$ cat src/rtl/wb_master_if.sv
// wb_master_if: CPU-side to Wishbone classic master bridge with ack timeout.
// Revision: 1.0
`default_nettype none

module wb_master_if #(
  parameter int unsigned ACK_TIMEOUT = 255
) (
  input  logic        clk,
  input  logic        rst_n,
  input  logic        cpu_ce_i,
  input  logic        cpu_we_i,
  input  logic [31:0] cpu_addr_i,
  input  logic [31:0] cpu_data_i,
  input  logic [3:0]  cpu_sel_i,
  input  logic        stall_i,
  input  logic        flush_i,
  output logic [31:0] cpu_data_o,
  output logic        stall_req_o,
  output logic        err_o,
  output logic [31:0] wishbone_addr_o,
  output logic [31:0] wishbone_data_o,
  output logic        wishbone_we_o,
  output logic [3:0]  wishbone_sel_o,
  output logic        wishbone_stb_o,
  output logic        wishbone_cyc_o,
  input  logic [31:0] wishbone_data_i,
  input  logic        wishbone_ack_i
);

  localparam logic [15:0] c_TIMEOUT = 16'(ACK_TIMEOUT);

  typedef enum logic [1:0] {
    S_IDLE           = 2'd0,
    S_BUSY           = 2'd1,
    S_WAIT_FOR_STALL = 2'd2
  } state_t;

  state_t      r_state;
  logic [31:0] r_addr;
  logic [31:0] r_data;
  logic        r_we;
  logic [3:0]  r_sel;
  logic        r_stb;
  logic        r_cyc;
  logic [31:0] r_rd_buf;
  logic [15:0] r_cnt;
  logic        r_err;

  logic        w_busy;
  logic [15:0] w_cnt_nxt;

  assign w_busy    = (r_state == S_BUSY);
  assign w_cnt_nxt = r_cnt + 16'd1;

  assign wishbone_addr_o = r_addr;
  assign wishbone_data_o = r_data;
  assign wishbone_we_o   = r_we;
  assign wishbone_sel_o  = r_sel;
  assign wishbone_stb_o  = r_stb;
  assign wishbone_cyc_o  = r_cyc;
  assign err_o           = r_err;

  always_comb begin
    stall_req_o = 1'b0;
    cpu_data_o  = 32'd0;
    if (r_state == S_IDLE)
      stall_req_o = cpu_ce_i && !flush_i;
    else if (w_busy)
      stall_req_o = !wishbone_ack_i;
    // Read data bypasses rd_buf in the ack cycle so the CPU sees it without delay.
    if (w_busy && wishbone_ack_i && !r_we)
      cpu_data_o = wishbone_data_i;
    else if (r_state == S_WAIT_FOR_STALL)
      cpu_data_o = r_rd_buf;
  end

  always_ff @(posedge clk or negedge rst_n) begin
    if (!rst_n) begin
      r_state  <= S_IDLE;
      r_addr   <= 32'd0;
      r_data   <= 32'd0;
      r_we     <= 1'b0;
      r_sel    <= 4'd0;
      r_stb    <= 1'b0;
      r_cyc    <= 1'b0;
      r_rd_buf <= 32'd0;
      r_cnt    <= 16'd0;
      r_err    <= 1'b0;
    end else begin
      r_err <= 1'b0;
      case (r_state)
        S_IDLE: begin
          if (cpu_ce_i && !flush_i) begin
            r_addr  <= cpu_addr_i;
            r_data  <= cpu_data_i;
            r_we    <= cpu_we_i;
            r_sel   <= cpu_sel_i;
            r_stb   <= 1'b1;
            r_cyc   <= 1'b1;
            r_cnt   <= 16'd0;
            r_state <= S_BUSY;
          end else begin
            r_addr <= 32'd0;
            r_data <= 32'd0;
            r_we   <= 1'b0;
            r_sel  <= 4'd0;
            r_stb  <= 1'b0;
            r_cyc  <= 1'b0;
          end
        end
        S_BUSY: begin
          // Ack takes priority over a coincident flush; the flush then lands in IDLE.
          if (wishbone_ack_i || flush_i || (w_cnt_nxt == c_TIMEOUT)) begin
            r_addr  <= 32'd0;
            r_data  <= 32'd0;
            r_we    <= 1'b0;
            r_sel   <= 4'd0;
            r_stb   <= 1'b0;
            r_cyc   <= 1'b0;
            r_state <= S_IDLE;
            if (wishbone_ack_i) begin
              if (!r_we)
                r_rd_buf <= wishbone_data_i;
              if (stall_i)
                r_state <= S_WAIT_FOR_STALL;
            end else if (!flush_i) begin
              r_err <= 1'b1;
              r_cnt <= w_cnt_nxt;
            end
          end else begin
            r_cnt <= w_cnt_nxt;
          end
        end
        S_WAIT_FOR_STALL: begin
          if (!stall_i || flush_i)
            r_state <= S_IDLE;
        end
        default: begin
          r_state <= S_IDLE;
          r_stb   <= 1'b0;
          r_cyc   <= 1'b0;
        end
      endcase
    end
  end

endmodule

`default_nettype wire

$ cat config.mk
export PLATFORM = sky130hd
export DESIGN_NAME = wb_master_if
export DESIGN_NICKNAME = d
export VERILOG_FILES = /design/src/rtl/wb_master_if.sv
export SDC_FILE = /design/constraint.sdc
export NUM_CORES = 1
export LEC_CHECK = 0
export CORE_MARGIN = 2
export CORE_UTILIZATION = 50
export DETAILED_ROUTE_END_ITERATION = 8
export PLACE_DENSITY = 0.87
export REMOVE_ABC_BUFFERS = 1
export SKIP_LAST_GASP = 1
export SLEW_MARGIN = 25
export SYNTH_ARGS = -nofsm -noshare
export SYNTH_HDL_FRONTEND = slang
export SYNTH_SLANG_ARGS = --single-unit
$ cat constraint.sdc
create_clock -name clk -period 4.1 [get_ports clk]
set_input_delay 0.82 -clock clk [delete_from_list [all_inputs] [get_ports clk]]
set_output_delay 0.82 -clock clk [all_outputs]
set_load 0.03 [all_outputs]
==> metrics.md <==
| Metric | Value |
|---|---|
| Status | `finished, final reports clean` |
| Hold_ws | `0.466 ns` |
| Via count | `5946` |
| Number of synthesized flops with an enable pin | `0` |
| Measured slew at the worst slew-check pin | `~0.9 ns` |
| Largest net degree at the start of global routing | `145` |
| CTS HTree Levels | `4` |
| Antenna violations before repair | `0` |
| Main synth FF type | `dfrtp_1` |
| Dpl hpwl | `11500 um` |
| Sum Neg Setup Slack | `0 ns` |
| Ranking of synthesized cells by area | `dfrtp_1, a221oi_1, a22oi_1` |
| Most common cell in the synthesized netlist | `dfrtp_1` |
| Critical setup path kind | `input port to output pin` |
| Max Cap Violations | `0` |
| Final setup fails | `0` |
| Std-Cell Rows | `41` |
| First-pass GRT wire length | `28600 um` |
| Post_cts resized | `0` |
| Reg-to-reg endpoint | `wishbone_addr_o[12]` |
| Via/cell ratio | `6.37` |
| Simple-Gate Fraction of Synth Area | `between 6 and 7%` |
| Power per cell area | `414 nW/um^2` |
| Crit path required time | `3.28 ns` |
| Clk slew on worst S/H paths | `0.05 ns` |
| DIE WIDTH | `117 um` |
| Synth Area in Compound Gates | `32.4%` |
| Largest area contributor in the netlist | `dfrtp_1` |
| Post-synthesis async set-or-reset flop share | `100%` |
| Leak Pwr | `3.52 nW` |
| Worst R2R Setup Slack | `a little under 1 ns` |
| XOR/XNOR share of the synthesized area | `0.410%` |
| Tot Pwr | `3.75 mW` |
| WL/cell | `19.6 um` |
| Fill cells | `between 800 and 900` |
| Slowest stage cell, crit path | `clkdlybuf4s50_1` |
| CTS tree | `built` |
| Worst path bufs/invs | `3` |
| Post-Syn Area | `between 6000 and 7000 um^2` |
| Worst-Skew Late Latency | `about 0.42 ns` |
| Final Hold Violating Endpoints | `0` |
| Arrival @ worst endpoint | `2.76 ns` |
| Unrepaired setup endpoints after global routing | `false` |
| Most used cell, CP | `clkdlybuf4s50_1` |
| Post-synthesis sequential area ratio | `47.3%` |
| Die H | `~120 um` |
| Period utilization | `87.2%` |
| Synth cell types | `53` |
| PortBufs | `211` |
| NumNets Final | `857` |
| Post-synthesis mux area share | `5.78%` |
| Mapped Cells | `577` |
| Routed Antenna Nets | `0` |
| Crit Reg-Reg Startpoint | `r_cnt[1]` |
| Peak Freq | `0.280 GHz` |
| Syn_area_per_cell | `11.1 um^2` |
| Slew HR | `41.5%` |
| Starting Density | `50.9%` |
| Clock Sinks | `roughly 120` |
| Yosys reg bits | `121` |
| Vias in the first global route | `5654` |
| GPL Wtd Cong | `0.883` |
| Period minus WS final | `3.58 ns` |
| Grt ovf | `0` |
| Ports | `212` |
| DRC errors left | `0` |
| Pre-Repair DR Iteration Count | `6` |
| CTS Hold Bufs | `0` |
| Layout cells sized above 1 | `14.2%` |
| Crit path launch type | `input port` |
| Tightest Hold Check Type | `input port to async pin` |
| Placement Cell Area | `8420 um^2` |
| Post-synth top cells | `dfrtp_1, a21oi_1, a22oi_1` |
| Synthesis-to-layout area growth | `41.5%` |
| Buffer count from post-CTS setup fixing | `0` |
| Peak VDD IR | `between 0.0002 and 0.00025 V` |
| Crit-path max cell delay | `0.68 ns` |
| Final Skew | `0.0118 ns` |
| Root Buffer | `clkbuf_16` |
| Placeable Area | `12600 um^2` |
| Crit. End Element | `output pin` |
| WL final | `18300 um` |
| Largest family of logic cells by synthesized area | `compound AO/OA/AOI/OAI gates` |
| Crit-path cells | `clkdlybuf4s50_1 -> nand3b_1 -> nor2_4 -> buf_12 -> a22o_1 -> clkdlybuf4s50_1` |
| # diodes | `0` |
| Cts bufs inserted | `17` |
| Worst R2R Path Depth | `7` |
| Adder-Cell Fraction of Synth Area | `less than 1%` |
| Worst-path maximum fanout | `48` |
| Gr usage total | `26.4%` |
| Drt first-iter violations | `466` |
| Final Cell Area | `between 9000 and 10000 um^2` |
| Maximum clock path buffer count | `2` |
| Final Slew Violations | `0` |
| Crit-path leading delay family | `buffers and inverters` |
| Synth Warn # | `0` |
| Die Area | `around 14000 um^2` |
| Synth top area share | `between 40% and 50%` |
## metal layers
layer	vias up	GRT usage [%]	share of wire [%]	wire, um
met1	2919	34.4	40	7330
li1	2655	-	-	-
met4	0	7.76	1.5	267
met2	341	42.1	48	8790
met5	-	0	0	0
met3	31	9.11	11	1930
## state kept, by name, summed over array words and instances, names as in the netlist
name             cells
r_rd_buf            32
wishbone_addr_o     32
wishbone_data_o     32
r_cnt               16
wishbone_sel_o       4
r_state              2
err_o                1
wishbone_cyc_o       1
wishbone_we_o        1
## worst reg2reg max path: stages, from the launching register on
cell      delay, ns
dfrtp_1        0.52
ha_1           0.34
and3_2         0.28
nor3b_1        0.07
a22oi_2        0.67
buf_4          0.66
a221oi_1       0.27
a21oi_1        0.25
## cell usage in the layout, fill, tap and decap left out, drive strengths merged, types with 3 or more instances in the layout
cell           count
clkinv             6
clkdlybuf4s50    210
a22oi             70
a221oi            69
nand4              7
nand3              5
dfrtp            121
nor3               3
nand2b             3
buf               13
xnor2              3
a31oi              3
o22ai              3
mux2              32
inv                5
o21ai             22
clkbuf            19
nor4               3
a21oi             78
a22o              32
nor2              11
nand2             13
bufinv             4
## area by class of cell
| type | instances | area (um^2) | share of cell area [%] |
|---|---|---|---|
| Clock inverter | 13 | 191 | 2.11 |
| Multi-Input combinational cell | 383 | 2910 | 32.1 |
| Sequential cell | 121 | 3030 | 33.4 |
| Tap cell | 172 | 215 | 2.38 |
| Timing Repair Buffer | 223 | 2260 | 25.0 |
| Clock buffer | 19 | 443 | 4.89 |
| Inverter | 2 | 7.51 | 0.0829 |
## metrics by stage
| stage | setup WS (ns) | cells | util (%) |
|---|---|---|---|
| finish | 0.523 | 933 | 72.1 |
| detailed placement | 0.530 | 901 | 67.0 |
| global placement | 0.613 | 901 | 67.0 |
| CTS | 0.518 | 933 | 72.1 |
| global route | 0.435 | 933 | 72.1 |
| floorplan | -1.04 | 506 | - |
## cell families (layout without fill, tap and decap cells)
kind of cell / count (synthesis) / in the layout
AOI/OAI and AO/OA: 284 / 284
adders and majority gates: 2 / 2
muxes: 33 / 33
and+or+nand+nor: 61 / 61
xor gates and xnor gates: 3 / 3
buffers and inverters: 73 / 257
DFF: 121 / 121
## worst max-delay path by stage
stage                        start             end  cells past startpoint
global route        wishbone_ack_i  cpu_data_o[15]                      6
floorplan               r_state[1]   cpu_data_o[0]                      3
global placement    wishbone_ack_i  cpu_data_o[24]                      6
CTS                 wishbone_ack_i  cpu_data_o[24]                      6
finish              wishbone_ack_i  cpu_data_o[24]                      6
detailed placement  wishbone_ack_i  cpu_data_o[24]                      6
## power by group
| group | switching [mW] | total, mW | internal, mW | leakage [nW] |
|---|---|---|---|---|
| combinational | 0.362 | 0.720 | 0.358 | 1.61 |
| clock | 0.559 | 1.60 | 1.04 | 0.312 |
| sequential | 0.0885 | 1.43 | 1.34 | 1.59 |
No activity file was read; power rests on OpenSTA's default activity.
